## src/rtl/piso_pkg.sv

```systemverilog
// Shared types and helpers for the PISO serializer.
// The PARITY state is only reached when PISO_PARITY_EN is defined.
package piso_pkg;

    typedef enum logic [1:0] {
        IDLE   = 2'd0,
        SHIFT  = 2'd1,
        PARITY = 2'd2,
        DONE   = 2'd3
    } state_t;

    localparam int DEFAULT_WIDTH = 8;

    function automatic int cnt_width(input int width);
        return $clog2(width + 1);
    endfunction

endpackage

```

## src/rtl/piso_bit_counter.sv

```systemverilog
// Bit counter for the PISO serializer: cleared on load, counts up on inc.
// tc flags the final data bit (count == WIDTH-1).
module piso_bit_counter #(
    parameter int WIDTH = 8,
    parameter int CW    = 4
) (
    input  logic clk,
    input  logic reset,
    input  logic load,
    input  logic inc,
    output logic tc
);

    logic [CW-1:0] count;

    always_ff @(posedge clk or negedge reset) begin
        if (!reset) begin
            count <= '0;
        end else if (load) begin
            count <= '0;
        end else if (inc) begin
            count <= count + CW'(1);
        end
    end

    assign tc = (count == CW'(WIDTH - 1));

endmodule

```

## src/rtl/piso_serializer.sv

```systemverilog
// Parallel-in/serial-out transmitter with valid/ready load and done pulse.
// Define PISO_PARITY_EN to append an even-parity bit after the data bits.
module piso_serializer
    import piso_pkg::*;
#(
    parameter int WIDTH     = DEFAULT_WIDTH,
    parameter int MSB_FIRST = 1
) (
    input  logic             clk,
    input  logic             reset,
    input  logic [WIDTH-1:0] din,
    input  logic             load_valid,
    output logic             load_ready,
    output logic             sout,
    output logic             sout_valid,
    output logic             busy,
    output logic             done
);

    localparam int CW = cnt_width(WIDTH);

    state_t           state, state_next;
    logic [WIDTH-1:0] shreg, shreg_next;
    logic             sout_next, valid_next, done_next;
    logic             cnt_load, cnt_inc, tc;
`ifdef PISO_PARITY_EN
    logic             par, par_next;
`endif

    piso_bit_counter #(.WIDTH(WIDTH), .CW(CW)) u_cnt (
        .clk   (clk),
        .reset (reset),
        .load  (cnt_load),
        .inc   (cnt_inc),
        .tc    (tc)
    );

    always_ff @(posedge clk or negedge reset) begin
        if (!reset) state <= IDLE;
        else        state <= state_next;
    end

    always_ff @(posedge clk or negedge reset) begin
        if (!reset) begin
            shreg      <= '0;
            sout       <= 1'b0;
            sout_valid <= 1'b0;
            done       <= 1'b0;
`ifdef PISO_PARITY_EN
            par        <= 1'b0;
`endif
        end else begin
            shreg      <= shreg_next;
            sout       <= sout_next;
            sout_valid <= valid_next;
            done       <= done_next;
`ifdef PISO_PARITY_EN
            par        <= par_next;
`endif
        end
    end

    // The bit currently on sout has already been shifted to the top (or bottom)
    // of shreg, so the next bit to present sits one position inward.
    always_comb begin
        state_next = state;
        shreg_next = shreg;
        sout_next  = 1'b0;
        valid_next = 1'b0;
        done_next  = 1'b0;
        cnt_load   = 1'b0;
        cnt_inc    = 1'b0;
`ifdef PISO_PARITY_EN
        par_next   = par;
`endif
        case (state)
            IDLE: begin
                if (load_valid) begin
                    shreg_next = din;
                    sout_next  = (MSB_FIRST != 0) ? din[WIDTH-1] : din[0];
                    valid_next = 1'b1;
                    cnt_load   = 1'b1;
                    state_next = SHIFT;
`ifdef PISO_PARITY_EN
                    par_next   = ^din;
`endif
                end
            end
            SHIFT: begin
                if (!tc) begin
                    cnt_inc    = 1'b1;
                    valid_next = 1'b1;
                    if (MSB_FIRST != 0) begin
                        sout_next  = shreg[WIDTH-2];
                        shreg_next = shreg << 1;
                    end else begin
                        sout_next  = shreg[1];
                        shreg_next = shreg >> 1;
                    end
                end else begin
`ifdef PISO_PARITY_EN
                    sout_next  = par;
                    valid_next = 1'b1;
                    state_next = PARITY;
`else
                    done_next  = 1'b1;
                    state_next = DONE;
`endif
                end
            end
`ifdef PISO_PARITY_EN
            PARITY: begin
                done_next  = 1'b1;
                state_next = DONE;
            end
`endif
            DONE: begin
                state_next = IDLE;
            end
            default: begin
                state_next = IDLE;
            end
        endcase
    end

    assign load_ready = (state == IDLE);
    assign busy       = (state != IDLE);

endmodule

```

## config.mk

```make
export PLATFORM = sky130hd
export DESIGN_NAME = piso_serializer
export DESIGN_NICKNAME = d
export VERILOG_FILES = /design/src/rtl/piso_pkg.sv /design/src/rtl/piso_bit_counter.sv /design/src/rtl/piso_serializer.sv
export SDC_FILE = /design/constraint.sdc
export NUM_CORES = 1
export LEC_CHECK = 0
export BUFFER_PORTS_ARGS = -buffer_cell sky130_fd_sc_hd__clkbuf_2
export CAP_MARGIN = 20
export CORE_UTILIZATION = 55
export CTS_BUF_LIST = sky130_fd_sc_hd__clkbuf_4
export DETAILED_ROUTE_END_ITERATION = 6
export GPL_ROUTABILITY_DRIVEN = 0
export GPL_TIMING_DRIVEN = 0
export PLACE_DENSITY = 0.8
export SETUP_SLACK_MARGIN = 0.15
export SKIP_LAST_GASP = 1
export SLEW_MARGIN = 30
export SYNTH_ARGS = -nofsm -noshare
export SYNTH_HDL_FRONTEND = slang
export SYNTH_HIERARCHICAL = 1
export SYNTH_SLANG_ARGS = --single-unit
```

## constraint.sdc

```tcl
create_clock -name clk -period 5.05 [get_ports clk]
set_input_delay 1.01 -clock clk [delete_from_list [all_inputs] [get_ports clk]]
set_output_delay 1.01 -clock clk [all_outputs]
set_load 0.005 [all_outputs]
```

==> metrics.md <==
| Metric | Value |
|---|---|
| Status | `finished, final reports clean` |
| Clock network fraction of total power | `10.6%` |
| Die width | `~40 um` |
| Switching power as a share of total power | `33.91%` |
| RSZ-0062 raised after global routing | `false` |
| Reg-to-reg critical path startpoint | `u_cnt/count[0]` |
| Core ar. | `0.001334 mm^2` |
| Maximum frequency from static timing analysis | `around 0.47 GHz` |
| Endpoint class of the critical path | `output pin` |
| Post-synthesis sequential element count | `16` |
| Routed len/inst | `~15 um` |
| Sequential share of power | `between 30 and 40%` |
| CP arrival | `about 1.1 ns` |
| Async SR Flop Fraction | `100.0%` |
| Power density over the cells | `662.0 mW/mm^2` |
| Post-route worst hold slack | `between 0.5 and 0.6 ns` |
| Number of vias per cell after detailed routing | `around 5.5` |
| Max_cap viols | `0` |
| Predominant post-synthesis flop cell | `sky130_fd_sc_hd__dfrtp_1` |
| Number of instances in the synthesized netlist | `60` |
| Final Hold Fails | `0` |
| Clock tree from TritonCTS | `done` |
| Final count of pins violating max slew | `0` |
| Kind of critical path | `reg2out` |
| Worst-skew pair later-pin latency | `roughly 0.28 ns` |
| Initial antenna violation count | `0` |
| Initial core utilization | `around three fifths` |
| Final #Nets | `approximately 90` |
| Endpoints failing setup | `0` |
| Worst relative slew slack | `73.12%` |
| Combinational Power Share | `around 53%` |
| Register area share after synthesis | `approximately half` |
| Final critical path time including I/O delays and setup | `between 2 and 2.5 ns` |
| Final wirelength | `1437 um` |
| Slack of the worst reg-to-reg path | `3.18 ns` |
| Hold Path Cell Cnt | `1` |
| Signed area change from the synthesized netlist to the final layout | `14.51%` |
| Num Clock Sinks | `16` |
| Post-CTS setup repair buffer count | `0` |
| CTS Root Cell | `sky130_fd_sc_hd__clkbuf_4` |
| Max rail drop VDD | `0.3666 mV` |
| Synth Net Count | `around 70` |
| Biggest area consumer among synthesized cells | `sky130_fd_sc_hd__dfrtp_1` |
| Worst-margin pin slew | `0.4023 ns` |
| Main area contributors after synthesis | `sky130_fd_sc_hd__dfrtp_1, sky130_fd_sc_hd__mux2_4, sky130_fd_sc_hd__nor2_1, sky130_fd_sc_hd__nand3b_1, sky130_fd_sc_hd__and2_1` |
| Fraction of post-synthesis cell area in the top cell type by area | `~50%` |
| Vias in the first global route | `470` |
| Pint | `approximately 400 uW` |
| Kind of start point of the critical path | `register` |
| Die Y | `40.19 um` |
| Peak per-stage delay on the critical path | `between 0.4 and 0.5 ns` |
| Setup Total Neg Slack | `0 ns` |
| Required time of the worst setup path | `4.04 ns` |
| Count of pins on the block boundary | `16` |
| Number of design-rule violations left by the first detailed-router iteration | `9` |
| Router iterations before antenna repair | `4` |
| Top post-synthesis cells by count | `sky130_fd_sc_hd__dfrtp_1, sky130_fd_sc_hd__mux2_4, sky130_fd_sc_hd__nor2_1` |
| Capture instance of the worst register-to-register path | `u_cnt/count[3]` |
| Cell at the slowest stage of the critical path | `sky130_fd_sc_hd__dfrtp_1` |
| Count of instances resized after the clock tree is built | `0` |
| Power dissipated by switching net loads | `206.2 uW` |
| Critical Path, Cell by Cell | `nor2_1, inv_1, clkbuf_2` |
| Count of input and output buffers | `15` |
| Largest fanout on the critical path | `5` |
| Synth cell types | `19` |
| Pin count of the biggest net entering global routing | `17` |
| Pre-CTS setup slack | `roughly 3.0 ns` |
| Maximum clock path buffer count | `2` |
| Die area | `0.001615 mm^2` |
| Post-synthesis area per instance | `roughly 13 um^2` |
| Drt drc | `0` |
| DP Wirelength | `965.8 um` |
| Portion of the clock cycle consumed by the worst path in the final layout | `between 40% and 50%` |
| Setup slack after layout | `around 2.9 ns` |
| Total clock buffers created by CTS | `3` |
| Layout cells sized above 1 | `between 40% and 50%` |
| Antenna fix cells | `0` |
| Total via count in the routed design | `510` |
| Final worst clock skew | `between 0.001 and 0.0015 ns` |
| Leading cell type by number of instances after synthesis | `sky130_fd_sc_hd__dfrtp_1` |
| Combined global-route utilization of all metal layers | `about a fifth` |
| Warnings from Yosys | `6` |
| Total number of H-tree levels | `1` |
| Min-delay src | `shreg[1]` |
| Leftover overflow at the end of global routing | `0` |
| Number of hold-repair buffers added at the cts stage | `0` |
| CTS clk-pin slew, worst paths | `approximately 0.08 ns` |
| Leak Pwr | `0.0004833 uW` |
| Worst Hold Path EP | `shreg[1]` |
| Routed Antenna Nets | `0` |
| Global-route wire length before repair | `2070 um` |
| Path type of the worst min-delay path | `reg2reg` |
| Count of flip-flops with a built-in enable after synthesis | `0` |
| Cell Rows | `13` |
| Mapped Area | `802.0 um^2` |
| Cells on worst reg2reg path | `6` |
## state kept, by name, summed over array words and instances, names as in the netlist
signal / count
done: 1
shreg: 7
sout: 1
sout_valid: 1
state: 2
u_cnt/count: 4
## cells by family after synthesis
kind of cell               share of synthesized area (%)
DFF                                                49.92
xor gates and xnor gates                           1.092
buffers and inverters                              2.340
adders and majority gates                          1.560
muxes                                              25.59
and+or+nand+nor                                    13.88
AOI/OAI and AO/OA                                  5.617
## per-layer routing
metal | track usage, % | part of all wire (%)
met5 | 0 | 0
met4 | 11.67 | 0.35
met3 | 3.333 | 4.1
met2 | 34.68 | 51
met1 | 25.45 | 45
## cell usage in the layout, fill, tap and decap left out
master                      count
sky130_fd_sc_hd__nand2b_1       2
sky130_fd_sc_hd__nor2b_1        2
sky130_fd_sc_hd__nand4_1        1
sky130_fd_sc_hd__mux2i_1        1
sky130_fd_sc_hd__ha_1           1
sky130_fd_sc_hd__a21oi_4        1
sky130_fd_sc_hd__clkbuf_4       3
sky130_fd_sc_hd__nor2_1         7
sky130_fd_sc_hd__xnor2_1        1
sky130_fd_sc_hd__nand2_1        1
sky130_fd_sc_hd__mux2_4        13
sky130_fd_sc_hd__buf_6          1
sky130_fd_sc_hd__o2bb2ai_1      1
sky130_fd_sc_hd__and2_1         3
sky130_fd_sc_hd__inv_1          2
sky130_fd_sc_hd__dfrtp_1       16
sky130_fd_sc_hd__nand3b_1       3
sky130_fd_sc_hd__a21bo_2        1
sky130_fd_sc_hd__a21oi_1        2
sky130_fd_sc_hd__clkbuf_2      15
sky130_fd_sc_hd__nor2b_2        1
## critical path, delay by kind of cell (launching register included)
kind	cells	cell delay, ns
DFF	1	0.46
and+or+nand+nor	1	0.22
buffers and inverters	2	0.18
## power by group through the flow
stage	logic [uW]	clock network (uW)	registers (uW)
3_5_place_dp	321	0	219
6_report	325	64.2	219
2_1_floorplan	266	0	210
5_1_grt	348	72.6	226
4_1_cts	325	65.9	219
3_3_place_gp	307	0	216
## worst max path at each step
stage	startpoint	to	slack [ns]	cells past startpoint
3_5_place_dp	load_valid	shreg[6]	3.00	4
4_1_cts	state[1]	busy	2.89	3
3_3_place_gp	load_valid	shreg[2]	3.03	4
5_1_grt	state[1]	busy	2.80	3
2_1_floorplan	load_valid	shreg[1]	3.22	3
6_report	state[1]	busy	2.90	3
## through the flow
step / total power, uW / std cells / cell area (um^2) / util [%]
2_1_floorplan: 476.1 / 60 / 802.0 / -
3_5_place_dp: 539.7 / 90 / 895.9 / 67.17
4_1_cts: 610.0 / 93 / 918.4 / 68.86
6_report: 607.9 / 93 / 918.4 / 68.86
3_3_place_gp: 522.8 / 90 / 895.9 / 67.17
5_1_grt: 647.0 / 93 / 918.4 / 68.86
## area by class of cell
class / instances / area, um^2
well taps: 15 / 18.77
multi-input cells: 41 / 382.9
flip-flops and latches: 16 / 400.4
plain buffers: 1 / 11.26
repair buffers: 15 / 75.07
inverters: 2 / 7.507
clock buffers: 3 / 22.52
fillers: 103 / 415.4
(Power assumes the default switching activity.)
